## config.mk

```make
export PLATFORM = sky130hd
export DESIGN_NAME = apb_master12
export DESIGN_NICKNAME = d
export VERILOG_FILES = /design/src/rtl/apb_master_pkg12.sv /design/src/rtl/cmd_fifo12.sv /design/src/rtl/apb_master12.sv
export SDC_FILE = /design/constraint.sdc
export NUM_CORES = 1
export LEC_CHECK = 0
export ABC_AREA = 1
export CAP_MARGIN = 20
export CORE_MARGIN = 4
export CORE_UTILIZATION = 38
export CTS_CLUSTER_DIAMETER = 120
export DETAILED_ROUTE_END_ITERATION = 12
export GPL_ROUTABILITY_DRIVEN = 0
export PLACE_DENSITY_LB_ADDON = 0.25
export REMOVE_ABC_BUFFERS = 1
export SLEW_MARGIN = 20
export SYNTH_ARGS = -nofsm -noshare
export SYNTH_HDL_FRONTEND = slang
export SYNTH_SLANG_ARGS = --single-unit
export TNS_END_PERCENT = 20
```

## constraint.sdc

```tcl
create_clock -name pclk12 -period 1.9 [get_ports pclk12]
set_input_delay 0.475 -clock pclk12 [delete_from_list [all_inputs] [get_ports pclk12]]
set_output_delay 0.475 -clock pclk12 [all_outputs]
set_load 0.02 [all_outputs]
```

## src/rtl/apb_master_pkg12.sv

```systemverilog
// Shared types and sizing for the two-cycle APB initiator.
// A command record is {write, addr[7:0], wdata[31:0]}, 41 bits in total.
package apb_master_pkg12;

    localparam int NUM_SLV    = 4;
    localparam int FIFO_DEPTH = 2;
    localparam int CMD_W      = 1 + 8 + 32;

    typedef enum logic [1:0] {
        IDLE,
        SETUP,
        ACCESS
    } state_e;

    typedef struct packed {
        logic        write;
        logic [7:0]  addr;
        logic [31:0] wdata;
    } cmd_t;

endpackage

```

## src/rtl/cmd_fifo12.sv

```systemverilog
// Synchronous command FIFO with a power-of-two depth.
// Push and pop may happen on the same edge, including when the FIFO is full.
module cmd_fifo12 #(
    parameter int DEPTH = 2,
    parameter int WIDTH = 41,
    localparam int AW   = $clog2(DEPTH),
    localparam int CW   = $clog2(DEPTH + 1)
) (
    input  logic             clk,
    input  logic             rst_n,
    input  logic             push,
    input  logic [WIDTH-1:0] wdata,
    input  logic             pop,
    output logic [WIDTH-1:0] rdata,
    output logic [WIDTH-1:0] rdata_nxt,
    output logic             empty,
    output logic             full,
    output logic [CW-1:0]    count
);

    logic [DEPTH-1:0][WIDTH-1:0] mem_q, mem_d;
    logic [AW-1:0]               wr_ptr_q, wr_ptr_d;
    logic [AW-1:0]               rd_ptr_q, rd_ptr_d;
    logic [CW-1:0]               cnt_q, cnt_d;

    always_comb begin
        mem_d    = mem_q;
        wr_ptr_d = wr_ptr_q;
        rd_ptr_d = rd_ptr_q;
        cnt_d    = cnt_q;
        if (push) begin
            mem_d[wr_ptr_q] = wdata;
            wr_ptr_d        = wr_ptr_q + 1'b1;
        end
        if (pop) begin
            rd_ptr_d = rd_ptr_q + 1'b1;
        end
        case ({push, pop})
            2'b10:   cnt_d = cnt_q + 1'b1;
            2'b01:   cnt_d = cnt_q - 1'b1;
            default: cnt_d = cnt_q;
        endcase
    end

    always_ff @(posedge clk or negedge rst_n) begin
        if (!rst_n) begin
            mem_q    <= '0;
            wr_ptr_q <= '0;
            rd_ptr_q <= '0;
            cnt_q    <= '0;
        end else begin
            mem_q    <= mem_d;
            wr_ptr_q <= wr_ptr_d;
            rd_ptr_q <= rd_ptr_d;
            cnt_q    <= cnt_d;
        end
    end

    // rdata_nxt lets the owner start the following transfer on the pop edge.
    assign rdata     = mem_q[rd_ptr_q];
    assign rdata_nxt = mem_q[rd_ptr_q + 1'b1];
    assign empty     = (cnt_q == '0);
    assign full      = (cnt_q == CW'(DEPTH));
    assign count     = cnt_q;

endmodule

```

## src/rtl/apb_master12.sv

```systemverilog
// Two-cycle APB initiator: buffered commands drive SETUP/ACCESS on one of
// four one-hot selects; read data returns on a one-cycle response pulse.
module apb_master12 #(
    parameter int NUM_SLV    = apb_master_pkg12::NUM_SLV,
    parameter int FIFO_DEPTH = apb_master_pkg12::FIFO_DEPTH
) (
    input  logic                   pclk12,
    input  logic                   n_p_reset12,
    input  logic                   cmd_valid12,
    output logic                   cmd_ready12,
    input  logic                   cmd_write12,
    input  logic [7:0]             cmd_addr12,
    input  logic [31:0]            cmd_wdata12,
    output logic                   rsp_valid12,
    output logic                   rsp_write12,
    output logic [31:0]            rsp_rdata12,
    output logic [NUM_SLV-1:0]     psel12,
    output logic                   penable12,
    output logic                   pwrite12,
    output logic [5:0]             paddr12,
    output logic [31:0]            pwdata12,
    input  logic [NUM_SLV*32-1:0]  prdata12
);
    import apb_master_pkg12::*;

    localparam int CW = $clog2(FIFO_DEPTH + 1);

    state_e               state_q, state_d;
    logic [NUM_SLV-1:0]   psel_q, psel_d;
    logic                 penable_q, penable_d;
    logic                 pwrite_q, pwrite_d;
    logic [5:0]           paddr_q, paddr_d;
    logic [31:0]          pwdata_q, pwdata_d;
    logic [1:0]           slv_q, slv_d;
    logic                 rsp_valid_q, rsp_valid_d;
    logic                 rsp_write_q, rsp_write_d;
    logic [31:0]          rsp_rdata_q, rsp_rdata_d;
    logic                 cmd_ready_q, cmd_ready_d;

    cmd_t                 cmd_in, head, head_nxt, nxt;
    logic                 push, pop, load;
    logic                 fifo_empty, fifo_full;
    logic [CW-1:0]        fifo_cnt, cnt_nxt;

    assign cmd_in = '{write: cmd_write12, addr: cmd_addr12, wdata: cmd_wdata12};

    cmd_fifo12 #(.DEPTH(FIFO_DEPTH), .WIDTH(CMD_W)) u_fifo (
        .clk       (pclk12),
        .rst_n     (n_p_reset12),
        .push      (push),
        .wdata     (cmd_in),
        .pop       (pop),
        .rdata     (head),
        .rdata_nxt (head_nxt),
        .empty     (fifo_empty),
        .full      (fifo_full),
        .count     (fifo_cnt)
    );

    always_comb begin
        state_d     = state_q;
        psel_d      = psel_q;
        penable_d   = penable_q;
        pwrite_d    = pwrite_q;
        paddr_d     = paddr_q;
        pwdata_d    = pwdata_q;
        slv_d       = slv_q;
        rsp_valid_d = 1'b0;
        rsp_write_d = rsp_write_q;
        rsp_rdata_d = rsp_rdata_q;
        load        = 1'b0;

        pop  = (state_q == ACCESS);
        push = cmd_valid12 && cmd_ready_q && (!fifo_full || pop);
        case ({push, pop})
            2'b10:   cnt_nxt = fifo_cnt + 1'b1;
            2'b01:   cnt_nxt = fifo_cnt - 1'b1;
            default: cnt_nxt = fifo_cnt;
        endcase
        cmd_ready_d = (cnt_nxt < CW'(FIFO_DEPTH));

        // On the pop edge the follow-on command is either already buffered
        // behind the head or is the one being pushed on this very edge.
        if (state_q != ACCESS)          nxt = head;
        else if (fifo_cnt >= CW'(2))    nxt = head_nxt;
        else                            nxt = cmd_in;

        case (state_q)
            IDLE: begin
                if (!fifo_empty) load = 1'b1;
            end
            SETUP: begin
                state_d   = ACCESS;
                penable_d = 1'b1;
            end
            ACCESS: begin
                rsp_valid_d = 1'b1;
                rsp_write_d = pwrite_q;
                if (!pwrite_q) rsp_rdata_d = prdata12[{slv_q, 5'd0} +: 32];
                if (cnt_nxt != '0) begin
                    load = 1'b1;
                end else begin
                    state_d   = IDLE;
                    psel_d    = '0;
                    penable_d = 1'b0;
                end
            end
            default: state_d = IDLE;
        endcase

        if (load) begin
            state_d                 = SETUP;
            psel_d                  = '0;
            psel_d[nxt.addr[7:6]]   = 1'b1;
            penable_d               = 1'b0;
            paddr_d                 = nxt.addr[5:0];
            pwrite_d                = nxt.write;
            pwdata_d                = nxt.wdata;
            slv_d                   = nxt.addr[7:6];
        end
    end

    always_ff @(posedge pclk12 or negedge n_p_reset12) begin
        if (!n_p_reset12) begin
            state_q     <= IDLE;
            psel_q      <= '0;
            penable_q   <= 1'b0;
            pwrite_q    <= 1'b0;
            paddr_q     <= '0;
            pwdata_q    <= '0;
            slv_q       <= '0;
            rsp_valid_q <= 1'b0;
            rsp_write_q <= 1'b0;
            rsp_rdata_q <= '0;
            cmd_ready_q <= 1'b0;
        end else begin
            state_q     <= state_d;
            psel_q      <= psel_d;
            penable_q   <= penable_d;
            pwrite_q    <= pwrite_d;
            paddr_q     <= paddr_d;
            pwdata_q    <= pwdata_d;
            slv_q       <= slv_d;
            rsp_valid_q <= rsp_valid_d;
            rsp_write_q <= rsp_write_d;
            rsp_rdata_q <= rsp_rdata_d;
            cmd_ready_q <= cmd_ready_d;
        end
    end

    assign cmd_ready12 = cmd_ready_q;
    assign rsp_valid12 = rsp_valid_q;
    assign rsp_write12 = rsp_write_q;
    assign rsp_rdata12 = rsp_rdata_q;
    assign psel12      = psel_q;
    assign penable12   = penable_q;
    assign pwrite12    = pwrite_q;
    assign paddr12     = paddr_q;
    assign pwdata12    = pwdata_q;

endmodule

```

==> out/summary.json, run 1 <==
{
  "final_layout": {
    "diodes_inserted": 0,
    "drive_gt1_share_pct": 11.20,
    "filler_cell_count": 2181,
    "finalNetCount": 1606,
    "area.growth.synth_to_final_pct": 43.78,
    "final_core_utilization_pct": 55.62
  },
  "floorplan": {
    "std_cell_rows": 56,
    "floorplan.die.height_um": 162.8,
    "die_area_um2": 26510,
    "top_level_ports": 251,
    "fp.coreArea_um2": 23540,
    "die_w_um": 162.8,
    "start_util_pct": 38.69
  },
  "sta": {
    "worst_hold_slack_ns": 0.4730,
    "slew-limit-headroom_pct": 63.74,
    "maxClockFrequency_mhz": 523.0,
    "finalMaxSlewViolations": 0,
    "layout_worst_path_cycle_share_pct": 100.6,
    "rsz_0062_raised_after_global_routing": "true",
    "worst_clock_skew_ns": 0.01547,
    "fin_crit_ns": 1.912,
    "final_critical_path_setup_slack_ns": -0.01217,
    "final-hold-violation-count": 0,
    "worst_slew_pin_slew_ns": 0.5381,
    "setup_violations": 7
  },
  "synth": {
    "mappedNetlistArea_um2": 9107,
    "post_synth_adder_cell_area_pct": 0.1374,
    "synthXorXnorAreaFrac_pct": 0.1923,
    "synth_warnings": 0,
    "synth.ff_latch_count": 169,
    "count_of_unique_library_cells_instantiated_by_yosys": 27,
    "synth-compound-area-share_pct": 22.02,
    "post_synthesis_cells": 1198,
    "synth_top_family_by_area": "simple AND/OR/NAND/NOR gates",
    "synthesis.area_per_instance_um2": 7.602,
    "seq_area_frac_synth_pct": 46.43,
    "synthMuxAreaShare_pct": 0,
    "yosys.area_share.simple_pct": 24.03
  },
  "min_path": {
    "worstHoldPathType": "reg2reg",
    "whs_path_depth": 2
  },
  "clock_tree": {
    "cts_inserted_buffers": 17,
    "cts_htree_levels": 4,
    "clkTransAtPathRegs_ns": 0.07,
    "clock_sink_count": 169,
    "cts_root_buf": "sky130_fd_sc_hd__clkbuf_16",
    "clock_insertion_delay_worst_skew_ns": 0.44,
    "cts_tree": "done",
    "cts.path.max_buffers": 2
  },
  "setup_path": {
    "r2r_cells": 14,
    "crit_path_end_kind": "flop",
    "worstSetupStartpointType": "flop",
    "critical_path_class": "reg2reg",
    "worst-path-max-fanout": 8,
    "critical_path_required_ns": 2.22,
    "cp_arrival_ns": 2.24
  },
  "routing": {
    "via_count": 9029,
    "drc": 0,
    "drt_wl_total_mm": 30.44,
    "firstDrtPassIters": 5,
    "initialDrtViolationCount": 654,
    "post_drt_wl_per_cell_um": 17.25,
    "viasPerCell": 5.116,
    "ant_nets": 0
  },
  "grt": {
    "grt_first_pass_wirelength_mm": 47.54,
    "first_global_vias": 8766,
    "grt_start_max_net_pins": 69,
    "grt_antenna_before_repair": 2,
    "globalRouteOverflowTotal": 0,
    "grt_util_overall_pct": 22.39
  },
  "power": {
    "power_leakage_nw": 6.442,
    "switching_share_pct": 45.47,
    "seq_power_share_pct": 27.5,
    "combinationalPowerShare_pct": 57.2,
    "vdd_ir_drop_max_v": 0.0007947,
    "internal-power_mw": 12.99,
    "p_switching_mw": 10.83,
    "power-per-cell-area_nw_per_um2": 1819,
    "power.clock.fraction_pct": 15.3
  },
  "flow_run": {
    "drv_cap": 0
  },
  "outcome": {
    "violations": "negative setup slack",
    "run_status": "finished, violations left"
  },
  "place": {
    "numPortBuffers": 250,
    "dp.final_hpwl_mm": 19.89
  }
}
## synthesized netlist by cell type
library cell	instances	share of area (%)
sky130_fd_sc_hd__nand2_1	346	14
sky130_fd_sc_hd__dfrtp_1	169	46
sky130_fd_sc_hd__o21ai_0	146	8.0
sky130_fd_sc_hd__nor2_1	103	4.2
sky130_fd_sc_hd__nand3_1	88	4.8
sky130_fd_sc_hd__a21oi_1	81	4.5
sky130_fd_sc_hd__inv_1	50	2.1
sky130_fd_sc_hd__clkbuf_1	44	1.8
sky130_fd_sc_hd__buf_2	37	2.0
sky130_fd_sc_hd__o21a_1	33	2.7
sky130_fd_sc_hd__a2bb2oi_1	32	3.1
sky130_fd_sc_hd__o21ai_2	32	3.1
sky130_fd_sc_hd__o21ai_1	9	0.49
sky130_fd_sc_hd__buf_6	8	0.99
sky130_fd_sc_hd__inv_2	6	0.25
sky130_fd_sc_hd__nand2_2	2	0.14
sky130_fd_sc_hd__nand3_2	2	0.22
sky130_fd_sc_hd__a21oi_2	1	0.096
sky130_fd_sc_hd__buf_1	1	0.041
sky130_fd_sc_hd__ha_1	1	0.14
sky130_fd_sc_hd__nand2_4	1	0.12
sky130_fd_sc_hd__nand4_1	1	0.069
sky130_fd_sc_hd__o211ai_1	1	0.082
sky130_fd_sc_hd__or2_1	1	0.069
sky130_fd_sc_hd__or2_2	1	0.069
sky130_fd_sc_hd__xnor2_1	1	0.096
sky130_fd_sc_hd__xor2_1	1	0.096
## routing by layer
layer / up-vias / global-route usage, % / part of all wire (%)
li1: 4433 / - / -
met3: 37 / 5.087 / 7.4
met1: 4236 / 28.88 / 42
met5: - / 0 / 0.11
met4: 4 / 5.871 / 1.6
met2: 319 / 38.11 / 48
## placed cells by master (no fill, tap or decap), types with 2 or more instances in the layout
cell type and n:
sky130_fd_sc_hd__o21ai_2 32, sky130_fd_sc_hd__inv_1 48, sky130_fd_sc_hd__nand2_2 4, sky130_fd_sc_hd__nand3_2 16, sky130_fd_sc_hd__dfrtp_2 3, sky130_fd_sc_hd__dlygate4sd2_1 44, sky130_fd_sc_hd__buf_6 5, sky130_fd_sc_hd__o21ai_0 146
sky130_fd_sc_hd__inv_8 3, sky130_fd_sc_hd__o21a_1 33, sky130_fd_sc_hd__nand2_1 341, sky130_fd_sc_hd__a21oi_1 81, sky130_fd_sc_hd__nand2_4 3, sky130_fd_sc_hd__dlymetal6s2s_1 33, sky130_fd_sc_hd__buf_16 2, sky130_fd_sc_hd__dfrtp_1 166
sky130_fd_sc_hd__clkinv_2 2, sky130_fd_sc_hd__clkdlybuf4s50_1 172, sky130_fd_sc_hd__o21ai_1 9, sky130_fd_sc_hd__clkbuf_16 18, sky130_fd_sc_hd__a2bb2oi_1 32, sky130_fd_sc_hd__buf_4 28, sky130_fd_sc_hd__bufinv_16 2, sky130_fd_sc_hd__buf_12 19
sky130_fd_sc_hd__nor2_1 102, sky130_fd_sc_hd__inv_2 8, sky130_fd_sc_hd__inv_6 6, sky130_fd_sc_hd__nand3_1 73
## path summary, 6_finish.rpt
check / startpoint / to / slack (ns)
worst min-delay path: psel12[2] / psel12[2] / 0.47
worst max-delay path: state_q[0] / pwdata12[27] / -0.01
worst min register to register: psel12[2] / psel12[2] / 0.47
max in group asynchronous: n_p_reset12 / rsp_rdata12[15] / 0.83
worst max register to register: state_q[0] / pwdata12[27] / -0.01
min in group asynchronous: n_p_reset12 / pwdata12[3] / 0.50
## timing repair
action / CTS / global route
pin swaps: 6 / 17
buffers inserted: 9 / 2
endpoints found under the setup margin: 85 / 75
resized for setup: 59 / 59
gates cloned: 5 / 1
endpoints found under the hold margin: 29 / 0
hold buffers: 1 / 0
## power by group through the flow
stage | Combinational (mW) | Sequential (mW) | Clock (mW)
4_1_cts | 13.6 | 6.53 | 3.72
5_1_grt | 15.1 | 6.76 | 3.89
3_3_place_gp | 12.7 | 6.58 | 0
6_report | 13.6 | 6.55 | 3.64
2_1_floorplan | 6.37 | 7.74 | 0
3_5_place_dp | 13.0 | 6.58 | 0
## flip-flops by register name, indices dropped and copies added (netlist names)
signal / cells
u_fifo.rd_ptr_q: 1
state_q: 2
rsp_rdata12: 32
slv_q: 2
cmd_ready12: 1
pwdata12: 32
rsp_write12: 1
psel12: 4
u_fifo.wr_ptr_q: 1
pwrite12: 1
paddr12: 6
u_fifo.count: 2
u_fifo.mem_q: 82
penable12: 1
rsp_valid12: 1
## cell families (layout without fill, tap and decap cells)
kind of cell	Yosys count	in the layout
AOI/OAI and AO/OA	335	335
xor gates and xnor gates	2	2
adders and majority gates	1	1
buffers and inverters	146	394
DFF	169	169
and+or+nand+nor	545	545
## stage by stage
stage / total power [mW] / TNS, ns / std cells / setup slack [ns] / area (um^2)
after global placement: 19.32 / -26.69 / 1719 / -0.5480 / 12110
after global routing: 25.75 / -3.372 / 1765 / -0.1022 / 13100
after floorplan: 14.12 / -245.14 / 1108 / -2.036 / 8663
final: 23.82 / -0.05302 / 1765 / -0.01217 / 13100
after CTS: 23.90 / -2.437 / 1766 / -0.09623 / 12960
after detailed placement: 19.59 / -28.20 / 1719 / -0.5744 / 12110
## worst max-delay path, stage by stage (launching register included)
cell and delay [ns]:
sky130_fd_sc_hd__dfrtp_1 0.39, sky130_fd_sc_hd__inv_2 0.08, sky130_fd_sc_hd__nand2_4 0.07, sky130_fd_sc_hd__nand3_4 0.08, sky130_fd_sc_hd__nand2_4 0.06, sky130_fd_sc_hd__ha_4 0.30
sky130_fd_sc_hd__inv_2 0.05, sky130_fd_sc_hd__nand3_2 0.07, sky130_fd_sc_hd__nand2_2 0.06, sky130_fd_sc_hd__nand3_2 0.10, sky130_fd_sc_hd__nand2_4 0.09, sky130_fd_sc_hd__buf_12 0.18
sky130_fd_sc_hd__clkbuf_16 0.17, sky130_fd_sc_hd__nand3_1 0.07, sky130_fd_sc_hd__nand2_1 0.05
## cell type report
class | instances | area [um^2] | share of cell area, %
Clock inverter | 15 | 181.4 | 1.385
Timing Repair Buffer | 306 | 3262 | 24.91
Multi-Input combinational cell | 883 | 4384 | 33.48
Tap cell | 319 | 399.1 | 3.048
Inverter | 56 | 210.2 | 1.605
Clock buffer | 17 | 425.4 | 3.249
Sequential cell | 169 | 4233 | 32.32
Note: power is estimated with default switching activity, not from simulation.
==> inputs of run 2 (changes only) <==
==> constraint.sdc (replaced) <==
create_clock -name pclk12 -period 1.9 [get_ports pclk12]
set_input_delay 0.475 -clock pclk12 [delete_from_list [all_inputs] [get_ports pclk12]]
set_output_delay 0.475 -clock pclk12 [all_outputs]
set_load 0.005 [all_outputs]
==> run 2 against run 1 <==
Compared with the run above: the run now ends clean; clock skew down 0.0030 ns; final cell count down 0.51%; via count down 0.65%; sequential power about the same; register-to-register slack better by 0.09 ns; critical path depth down 13; die area unchanged; critical endpoint is now pwdata12[10].
==> out/summary.json, run 2 (synthesis results as in run 1) <==
{
  "place": {
    "inst_count_dp": {"value": 1719, "change": "unchanged"},
    "post-place-ws": {"value": -0.5744, "unit": "ns", "change": "unchanged"},
    "numPortBuffers": {"value": 250, "change": "unchanged"},
    "dp.final_hpwl": {"value": 19.89, "unit": "mm", "change": "unchanged"}
  },
  "routing": {
    "drt_wl_total": {"value": 29.35, "unit": "mm", "change": "-3.6%"},
    "ant_nets": {"value": 0, "change": "unchanged"},
    "initialDrtViolationCount": {"value": 639, "change": "-2.3%"},
    "via_count": {"value": 8970, "change": "-0.65%"},
    "viasPerCell": {"value": 5.108, "change": "-0.14%"},
    "post_drt_wl_per_cell": {"value": 16.71, "unit": "um", "change": "-3.1%"},
    "firstDrtPassIters": {"value": 5, "change": "unchanged"},
    "drc": {"value": 0, "change": "unchanged"}
  },
  "power": {
    "totalPowerFinal": {"value": 22.52, "unit": "mW", "change": "-5.4%"},
    "seq_power_share": {"value": 29.1, "unit": "%", "change": "+1.6 points"},
    "vdd_ir_drop_max": {"value": 0.0008559, "unit": "V", "change": "+7.7%"},
    "p_switching": {"value": 9.618, "unit": "mW", "change": "-11%"},
    "internal-power": {"value": 12.91, "unit": "mW", "change": "-0.64%"},
    "switching_share": {"value": 42.70, "unit": "%", "change": "-2.8 points"},
    "power_leakage": {"value": 5.915, "unit": "nW", "change": "-8.2%"},
    "power.clock.fraction": {"value": 16.2, "unit": "%", "change": "+0.9 points"},
    "combinationalPowerShare": {"value": 54.8, "unit": "%", "change": "-2.4 points"},
    "power-per-cell-area": {"value": 1753, "unit": "nW/um^2", "change": "-3.6%"}
  },
  "clock_tree": {
    "clock_sink_count": {"value": 169, "change": "unchanged"},
    "cts_tree": "done",
    "clkTransAtPathRegs": {"value": 0.07, "unit": "ns", "change": "about the same"},
    "clock_insertion_delay_worst_skew": {"value": 0.43, "unit": "ns", "change": "about the same"},
    "cts.path.max_buffers": {"value": 2, "change": "unchanged"},
    "cts_htree_levels": {"value": 4, "change": "unchanged"},
    "cts_root_buf": "sky130_fd_sc_hd__clkbuf_16",
    "cts_inserted_buffers": {"value": 17, "change": "unchanged"}
  },
  "grt": {
    "grt_first_pass_wirelength": {"value": 46.34, "unit": "mm", "change": "-2.5%"},
    "grt_start_max_net_pins": {"value": 69, "change": "unchanged"},
    "grt_antenna_before_repair": {"value": 2, "change": "unchanged"},
    "grt_util_overall": {"value": 21.69, "unit": "%", "change": "-0.69 points"},
    "first_global_vias": {"value": 8632, "change": "-1.5%"},
    "globalRouteOverflowTotal": {"value": 0, "change": "unchanged"}
  },
  "setup_path": {
    "critical_path_class": "reg2out",
    "crit_chain": "clkdlybuf4s50_1",
    "critical_path_required": {"value": 1.42, "unit": "ns", "change": "-0.80 ns"},
    "critPathBufInv": {"value": 1, "change": "-3"},
    "slowest_library_cell_on_the_worst_path": "sky130_fd_sc_hd__clkdlybuf4s50_1",
    "worst-path-max-fanout": {"value": 2, "change": "-6"},
    "cp_arrival": {"value": 1.36, "unit": "ns", "change": "-0.88 ns"},
    "cp_top_family": "buffers and inverters",
    "crit_path_end_kind": "output pin",
    "worstSetupStartpointType": "flop",
    "slowest_delay": {"value": 0.53, "unit": "ns", "change": "+0.14 ns"}
  },
  "final_layout": {
    "diodes_inserted": {"value": 0, "change": "unchanged"},
    "leading_cell_type_in_the_layout_fill_and_taps_excluded": "sky130_fd_sc_hd__nand2_1",
    "filler_cell_count": {"value": 2200, "change": "+0.87%"},
    "regMostFlops": "u_fifo.mem_q",
    "largest_register_ff_count": {"value": 82, "change": "unchanged"},
    "multi_input_comb_area": {"value": 4315, "unit": "um^2", "change": "-1.6%"},
    "area.growth.synth_to_final_pct": 41.08,
    "finalNetCount": {"value": 1597, "change": "-0.56%"},
    "final_core_utilization": {"value": 54.58, "unit": "%", "change": "-1.0 points"},
    "area.sequential": {"value": 4233, "unit": "um^2", "change": "unchanged"},
    "fin_cells": {"value": 1756, "change": "-0.51%"},
    "mostFrequentLayoutCells": "sky130_fd_sc_hd__nand2_1, sky130_fd_sc_hd__clkdlybuf4s50_1, sky130_fd_sc_hd__dfrtp_1",
    "drive_gt1_share": {"value": 9.951, "unit": "%", "change": "-1.3 points"}
  },
  "sta": {
    "rsz_0062_raised_after_global_routing": "true",
    "worst_slew_pin_slew": {"value": 0.5350, "unit": "ns", "change": "-0.003132 ns"},
    "setup_violations": {"value": 0, "change": "-7"},
    "finalMaxSlewViolations": {"value": 0, "change": "unchanged"},
    "final_critical_path_setup_slack": {"value": 0.06035, "unit": "ns", "change": "+0.07252 ns"},
    "slew-limit-headroom": {"value": 63.96, "unit": "%", "change": "+0.21 points"},
    "layout_worst_path_cycle_share": {"value": 96.82, "unit": "%", "change": "-3.8 points"},
    "fin_crit": {"value": 1.840, "unit": "ns", "change": "-0.07252 ns"},
    "final-hold-violation-count": {"value": 0, "change": "unchanged"},
    "timing.setup.tns": {"value": 0, "unit": "ns", "change": "+0.05302 ns"},
    "maxClockFrequency": {"value": 543.6, "unit": "MHz", "change": "+3.9%"},
    "worst_clock_skew": {"value": 0.01250, "unit": "ns", "change": "-0.002965 ns"}
  },
  "floorplan": {
    "fp.coreArea": {"value": 23540, "unit": "um^2", "change": "unchanged"},
    "die_area": {"value": 26510, "unit": "um^2", "change": "unchanged"},
    "floorplan.die.height": {"value": 162.8, "unit": "um", "change": "unchanged"},
    "die_w": {"value": 162.8, "unit": "um", "change": "unchanged"},
    "std_cell_rows": {"value": 56, "change": "unchanged"},
    "top_level_ports": {"value": 251, "change": "unchanged"},
    "start_util": {"value": 38.69, "unit": "%", "change": "unchanged"}
  },
  "min_path": {
    "worstHoldPathType": "reg2reg"
  },
  "flow_run": {
    "drv_cap": {"value": 0, "change": "unchanged"}
  },
  "outcome": {
    "run_status": "completed"
  }
}
==> run 2: final timing paths <==
check	startpoint	endpoint	slack, ns	cells after the start
setup / recovery	pwdata12[10]	pwdata12[10]	0.06	1
hold / removal	psel12[2]	psel12[2]	0.48	2
setup reg to reg	state_q[0]	pwdata12[0]	0.08	13
hold reg to reg	psel12[2]	psel12[2]	0.48	2
max in group asynchronous	n_p_reset12	rsp_rdata12[15]	0.83	3
min in group asynchronous	n_p_reset12	pwdata12[3]	0.50	2
==> run 2: cell type report <==
class                      instances  area share (%)
multi-input combinational        883           33.59
sequential                       169           32.94
timing repair buffer             297           24.00
clock buffer                      17           3.311
tap                              319           3.106
inverter                          56           1.636
clock inverter                    15           1.412
==> run 2: metal layers <==
metal | GRT usage, % | share of wire (%) | up-vias | routed length [um]
met2 | 36.79 | 48 | 294 | 14040
met3 | 4.733 | 6.7 | 32 | 1952
li1 | - | - | 4406 | -
met1 | 28.39 | 44 | 4234 | 12850
met5 | 0 | 0.12 | - | 34
met4 | 5.299 | 1.6 | 4 | 467
==> run 2: power by group through the flow <==
stage,Combinational [mW],Clock [mW],Sequential (mW)
floorplan,6.38,0,6.86
global placement,11.8,0,6.58
detailed placement,12.1,0,6.58
CTS,12.3,3.72,6.54
global route,13.9,3.88,6.76
finish,12.3,3.64,6.55
==> run 2: worst min-delay path, cell delays in order, from the launching register on <==
cell                      delay [ns]
sky130_fd_sc_hd__dfrtp_1        0.34
sky130_fd_sc_hd__nand2_1        0.05
sky130_fd_sc_hd__nand2_1        0.05
==> run 2: what timing repair did <==
item                                   in CTS  in global routing
resized for setup                           8                 16
pin swaps                                   1                  4
hold buffers                                1                  0
setup endpoints to repair                  43                 47
endpoints found under the hold margin      29                  0
cloned                                      0                  1
buffers inserted                            0                  3
==> run 2: stage by stage <==
| step | hold slack [ns] | instance area [um^2] |
|---|---|---|
| final | 0.4782 | 12850 |
| after global placement | 0.4064 | 12110 |
| after floorplan | 0.1794 | 8663 |
| after CTS | 0.4836 | 12760 |
| after global routing | 0.5135 | 12850 |
| after detailed placement | 0.4037 | 12110 |
